File: src/rtl/jk_bank_sched.sv
// jk_bank_sched: two-requester command scheduler driving a bank of WIDTH JK
// flip-flops. Each accepted command walks IDLE -> APPLY -> DONE. During APPLY
// the J/K drive is presented, and q takes the JK result at the edge that ends
// APPLY. DONE pulses done/done_id, and done_cnt advances at the edge that ends
// DONE.
//
// Optional build macro: JK_BANK_SCHED_PRIO_EN
//   When it is defined, requester 0 always wins a conflict (fixed priority).
//   When it is undefined, conflicts alternate between the requesters (round-robin).
//
// Handshake: a command is accepted on a rising edge where reqN_valid and
// reqN_ready are both high. reqN_ready is high only in IDLE, only when rst is
// low, and only for the granted requester, so at most one ready is high at a
// time. Changes on valid outside IDLE are ignored. The requester must hold
// op and mask stable while valid is high and ready is low.
module jk_bank_sched #(
    parameter int WIDTH = 4
) (
    input  logic             clk,
    input  logic             rst,
    input  logic             req0_valid,
    input  logic             req1_valid,
    output logic             req0_ready,
    output logic             req1_ready,
    input  logic [1:0]       req0_op,
    input  logic [1:0]       req1_op,
    input  logic [WIDTH-1:0] req0_mask,
    input  logic [WIDTH-1:0] req1_mask,
    output logic [WIDTH-1:0] j,
    output logic [WIDTH-1:0] k,
    output logic [WIDTH-1:0] q,
    output logic             done,
    output logic             done_id,
    output logic [7:0]       done_cnt,
    output logic [1:0]       state_dbg
);

    typedef enum logic [1:0] {
        S_IDLE  = 2'd0,
        S_APPLY = 2'd1,
        S_DONE  = 2'd2
    } state_t;

    state_t           state_q, state_d;
    logic [1:0]       op_q, op_d;
    logic [WIDTH-1:0] mask_q, mask_d;
    logic             id_q, id_d;
    logic             last_q, last_d;   // requester granted most recently
    logic [WIDTH-1:0] q_q, q_d;
    logic [7:0]       cnt_q, cnt_d;

    logic grant_valid;
    logic grant_id;
    logic hs;

    // Arbitration: choose the requester that is offered ready this cycle.
    always_comb begin
        grant_valid = req0_valid | req1_valid;
`ifdef JK_BANK_SCHED_PRIO_EN
        grant_id = ~req0_valid;
`else
        if (req0_valid && req1_valid) begin
            grant_id = ~last_q;
        end else begin
            grant_id = ~req0_valid;
        end
`endif
        hs = (state_q == S_IDLE) && !rst && grant_valid;
    end

    // State register. rst overrides everything, including an in-flight command.
    always_ff @(posedge clk) begin
        if (rst) begin
            state_q <= S_IDLE;
        end else begin
            state_q <= state_d;
        end
    end

    // Next-state logic: APPLY and DONE each last exactly one cycle.
    always_comb begin
        state_d = state_q;
        case (state_q)
            S_IDLE:  if (hs) state_d = S_APPLY;
            S_APPLY: state_d = S_DONE;
            S_DONE:  state_d = S_IDLE;
            default: state_d = S_IDLE;
        endcase
    end

    // FSM outputs: readies, J/K drive and the done pulse.
    always_comb begin
        req0_ready = hs && !grant_id;
        req1_ready = hs && grant_id;
        j          = '0;
        k          = '0;
        if (state_q == S_APPLY) begin
            j = mask_q & {WIDTH{op_q[1]}};
            k = mask_q & {WIDTH{op_q[0]}};
        end
        done      = (state_q == S_DONE);
        done_id   = id_q;
        q         = q_q;
        done_cnt  = cnt_q;
        state_dbg = state_q;
    end

    // Datapath next values: latch the command, apply the JK rule, and count completions.
    always_comb begin
        op_d   = op_q;
        mask_d = mask_q;
        id_d   = id_q;
        last_d = last_q;
        q_d    = q_q;
        cnt_d  = cnt_q;
        if (hs) begin
            id_d   = grant_id;
            last_d = grant_id;
            op_d   = grant_id ? req1_op : req0_op;
            mask_d = grant_id ? req1_mask : req0_mask;
        end
        if (state_q == S_APPLY) begin
            q_d = (j & ~q_q) | (~k & q_q);
        end
        if (state_q == S_DONE) begin
            cnt_d = cnt_q + 8'd1;
        end
    end

    // Datapath registers. last_q resets to 1 so that requester 0 wins the first conflict.
    always_ff @(posedge clk) begin
        if (rst) begin
            op_q   <= 2'b00;
            mask_q <= '0;
            id_q   <= 1'b0;
            last_q <= 1'b1;
            q_q    <= '0;
            cnt_q  <= 8'd0;
        end else begin
            op_q   <= op_d;
            mask_q <= mask_d;
            id_q   <= id_d;
            last_q <= last_d;
            q_q    <= q_d;
            cnt_q  <= cnt_d;
        end
    end

endmodule

File: config.mk
export PLATFORM = sky130hd
export DESIGN_NAME = jk_bank_sched
export DESIGN_NICKNAME = d
export VERILOG_FILES = /design/src/rtl/jk_bank_sched.sv
export SDC_FILE = /design/constraint.sdc
export NUM_CORES = 1
export LEC_CHECK = 0
export BUFFER_PORTS_ARGS = -buffer_cell sky130_fd_sc_hd__buf_2
export CAP_MARGIN = 40
export CELL_PAD_IN_SITES_DETAIL_PLACEMENT = 1
export CELL_PAD_IN_SITES_GLOBAL_PLACEMENT = 2
export CORE_ASPECT_RATIO = 0.6
export CORE_MARGIN = 4
export CORE_UTILIZATION = 27
export CTS_BUF_LIST = sky130_fd_sc_hd__clkbuf_4 sky130_fd_sc_hd__clkbuf_8 sky130_fd_sc_hd__clkbuf_16
export CTS_CLUSTER_DIAMETER = 30
export DETAILED_ROUTE_END_ITERATION = 10
export PLACE_DENSITY_LB_ADDON = 0.12
export SYNTH_ARGS = -nofsm -noshare
export SYNTH_HDL_FRONTEND = slang
export SYNTH_SLANG_ARGS = --single-unit
File: constraint.sdc
create_clock -name clk -period 1.6 [get_ports clk]
set_clock_uncertainty 0.1 [all_clocks]
set_input_delay 0.08 -clock clk [delete_from_list [all_inputs] [get_ports clk]]
set_output_delay 0.08 -clock clk [all_outputs]
set_load 0.01 [all_outputs]
Word-level counts from Yosys, hierarchy flattened
Index checks and enable logic that the tools add are counted.
Widths: inputs -> output; s select.
{ "classes": {"addsub": 1, "mux": 7, "n_reduce_logical": 8, "eq_ne": 3, "bitwise_logic": 10} }
{ "op_table": {"columns": ["operator", "n"], "rows": [
  ["$and 4x4->4", 4],
  ["$mux 4", 3],
  ["$add 8x1->8 const B", 1],
  ["$not 4->4", 2],
  ["$logic_and 1x1->1", 5],
  ["$mux 2", 2],
  ["$or 4x4->4", 1],
  ["$pmux 2 s2", 1],
  ["$eq 2x1->1 const B", 1],
  ["$eq 2x2->1 const B", 1],
  ["$logic_not 1->1", 2],
  ["$logic_not 2->1", 1],
  ["$ne 2x2->1 const B", 1],
  ["$not 1->1", 2],
  ["$mux 1", 1],
  ["$or 1x1->1", 1]
]} }
{ "totals": {"word_cells": 36, "register_bits": 22, "output_inout_bits": 26, "inputBits": 16} }

Depth between registers and ports, before layout
{ "depth": {"word_depth": 5, "depth_mapped": 6, "depth_no_buf": 4} }

Worst setup path after synthesis
OpenSTA, ideal clock, no wires.
{ "synth_timing": {"path_kind": "reg2reg", "from": "register state_q[0], in the netlist state_dbg[0]", "to": "register last_q", "setup_ns": 0.137, "path_slack_ns": 0.021, "n_path_buf": 0, "arrival_time_ns": 1.343, "stages_incl_launch_ff": 4, "path_cell_list": "dfxtp_1 > nor3_2 > nor3b_1 > o21bai_1"} }
{ "synth_between": {"elab_chain_cells": 3} }
{ "synth_lines": {"columns": ["item", "line_no", "text"], "rows": [
  ["from (decl)", "44", "state_t state_q, state_d;"],
  ["from (signal assigned)", "76", "state_q <= state_d;"],
  ["$logic_not 2->1", "68", "hs = (state_q == S_IDLE) && !rst && grant_valid;"],
  ["$logic_and 1x1->1 (2 in series)", "68", null],
  ["to (signal assigned)", "143", "last_q <= last_d;"],
  ["to (decl)", "48", "logic last_q, last_d;"]
]} }
No other way between the ends.
A chain may end at the register's enable or synchronous reset.

Worst setup path after layout
{ "layout_timing": {"from": "register state_q[0], in the netlist state_dbg[0]", "to": "output k[3]"} }
{ "layout_between": {"elab_chain_cells": 2} }
{ "layout_lines": {"columns": ["item", "line_no", "text"], "rows": [
  ["$eq 2x1->1", "97", "if (state_q == S_APPLY) begin"],
  ["$mux 4", "97", null],
  ["to (decl)", "30", "output logic [WIDTH-1:0] k,"]
]} }
No other way between the ends.

==> results.md <==
* Status: finished clean
* CTS tree: yes
* Post-synth EDFFs at 0
* End of the critical path: k[3]
* Via count at 1094
* Post-synthesis compound-gate area fraction at 18.2%
* Ranking of synthesized cells by area: dfxtp_1 40%, a21oi_1 5.5%, nand3b_1 4.8%
* Clk root buf: clkbuf_8
* Number of remaining DRC errors at 0
* Worst Max-Slew Pin Slew at 278 ps
* R2r setup slk at 120 ps
* Cell leakage power at 0.000708 uW
* CP Cell Sequence: buf_4 > nor2b_2 > and3_1 > buf_2
* Fraction of layout cells with a size suffix above 1 at 35.9%
* Mean Syn Cell Area at 9.34 um2
* Largest family of logic cells by synthesized area: simple AND/OR/NAND/NOR gates
* Vias in the first global route at 1100
* Async S/R FF share, synth at 0%
* Hold Crit Class: primary input to flop
* Netlist Area Pre-Place at 1090 um2
* Synth top area share at 40.3%
* Antenna violations before repair at 0
* Critical path class: flop to output port
* Clock Sinks at 22
* Largest area contributor in the netlist: dfxtp_1
* Ys flop type: dfxtp_1
* Final Hold Fails at 0
* Post-synthesis xor/xnor area fraction at 1.60%
* Tcrit/Tclk final at 95.3%
* Relative slew slack at 81.4%
* Non-filler cells, final at 217
* Startpoint type of the worst setup path: flop
* Max Root-Sink Buffers at 2
* Net Count, Synth at 134
* Pwr Total at 1190 uW
* Maximum VDD drop at 0.296 mV
* RR Endpoint: done_cnt[6]$_SDFFE_PP0P_
* Hpwl dp at 2570 um
* Number of inserted diodes at 0
* First-pass GRT wire length at 5530 um
* Maxcap violations at 0
* Max stage delay on crit path at 380 ps
* CTS Buf Count at 3
* Mapped Cells at 117
* Die X at 90.1 um
* Die Area at 5160 um2
* Detailed Route WL at 3310 um
* Post-synthesis mux area share at 4.70%
* Total core area at 3790 um2
* Reg-to-reg startpoint: done_cnt[1]$_SDFFE_PP0P_
* Post-synthesis adder-cell area fraction at 1.15%
* Nets@finish at 188
* DRT Pass-1 Iters at 3
* Worst-path fanout max at 8
* Critical path arrival at 1350 ps
* Fmax at 0.656 GHz
* Power Density at 793 nW/um2
* Routability congestion estimate at 0.667
* Die H at 57.3 um
* Post-route minimum period at 1530 ps
* Worst Reg2Reg Path Length in Cells at 4
* RSZ-0062 raised after global routing: yes
* Slew Viols, Final at 0
* Post-placement cell count at 205
* Pin count of the biggest net entering global routing at 23
* Crit. End Element: output port
* Final setup viols at 0
* Yosys reg bits at 22
* DR WL/cell at 15.2 um
* Clock latency on the worst-skew pair at 270 ps
* Initial core utilization at 28.8%
* Highest-delay cell along the critical path: dfxtp_2
* Commonest cells post-synth: 22 x dfxtp_1, 12 x a21oi_1, 7 x nand3b_1, 7 x nor2_1, 7 x o21ai_0
* Via/cell ratio at 5.04
* Most frequent cell after synthesis: dfxtp_1
* Final Core Density at 39.8%
* Area growth syn-to-layout at 37.9%
* Antenna viol nets, final at 0
* Netlist cell types at 36
* Clock transition at path regs at 80 ps
* IO Pins at 42
* Synth Area in Simple Gates at 26.5%
* Standard-cell row count at 17
* Critical path launch point: state_dbg[0]$_SDFFE_PP0P_
* Fill cell count at 454
* IO Port Bufs at 41
* GRT Total Usage at 13.4%
* Required time of the critical path at 1420 ps
* Yosys synthesis warning count at 0
* Post-synthesis sequential area ratio at 40.3%
* Initial DRC Count at 19
* Htree depth at 1
* GR Overflow Total at 0
-- area by class of cell --
class,count,area (um2),area share (%)
inverters,5,18.8,1.25
repair buffers,57,345,22.9
multi-input cells,82,586,38.9
clock buffers,4,55.1,3.65
flip-flops and latches,22,443,29.4
well taps,47,58.8,3.90
-- metrics by stage --
stage	setup slack [ps]	cell area, um2	TNS (ps)	hold slack, ps
global route	-12.0	1510	-21.6	14.1
floorplan	20.5	1090	0	163
finish	74.6	1510	0	2.26
detailed placement	49.9	1350	0	284
global placement	116	1350	0	283
CTS	44.3	1500	0	0.0338
-- worst min path at each step --
stage,from,to,slack (ps),cells past startpoint
2_1_floorplan,req1_mask[0],mask_q[0]$_SDFFE_PP0P_,160,2
3_3_place_gp,req0_mask[3],mask_q[3]$_SDFFE_PP0P_,280,3
3_5_place_dp,req1_mask[2],mask_q[2]$_SDFFE_PP0P_,280,3
4_1_cts,req1_mask[3],mask_q[3]$_SDFFE_PP0P_,0.03,3
5_1_grt,req1_mask[3],mask_q[3]$_SDFFE_PP0P_,10,3
6_report,req1_mask[3],mask_q[3]$_SDFFE_PP0P_,2,3
-- what timing repair did --
action                                 in CTS  in global routing
hold buffers                                8                  0
buffers inserted                            0                  0
setup endpoints to repair                   3                  3
endpoints found under the hold margin       5                  0
resized for setup                           4                  2
-- report_power, final --
part	switching, uW	total [uW]	internal [uW]	leakage [uW]
clock network	189	409	220	0.0000288
registers	28.2	601	573	0.000180
logic	89.7	185	95.0	0.000499
-- layer usage --
metal / track usage, % / vias up / part of all wire [%]
met1: 18.4 / 518 / 53
li1: - / 543 / -
met2: 20.5 / 26 / 41
met3: 3.82 / 7 / 4.6
met5: 0 / - / 0
met4: 4.58 / 0 / 1.5
-- state kept, by name (all words and copies together), names as in the netlist --
signal	count
last_q	1
state_dbg	2
op_q	2
done_cnt	8
mask_q	4
done_id	1
q	4
-- placed cells by master, fill, tap and decap left out, drive strengths merged, types with 2 or more instances in the layout --
master / count
o21ai: 7
nor3: 2
nand4: 2
and3: 2
a311oi: 6
and4b: 3
dlygate4sd3: 8
o31ai: 3
buf: 49
mux2i: 4
nand2: 2
a21oi: 12
dfxtp: 22
clkbuf: 4
or4: 3
nor2: 7
nand4b: 3
inv: 5
nor2b: 4
nand3b: 8
-- critical path, delay by kind of cell, from the launching register on --
kind | cells | cell delay [ps]
flops | 1 | 380
simple gates | 2 | 410
buf+inv | 2 | 290
-- cells by family (layout without fill, tap and decap cells) --
group           after synthesis  in the layout
mux                           5              5
flops                        22             22
buf+inv                      13             66
fa+ha+maj                     1              1
simple gates                 42             42
compound gates               32             32
xor+xnor                      2              2
Note: power is estimated with default switching activity, not from simulation.
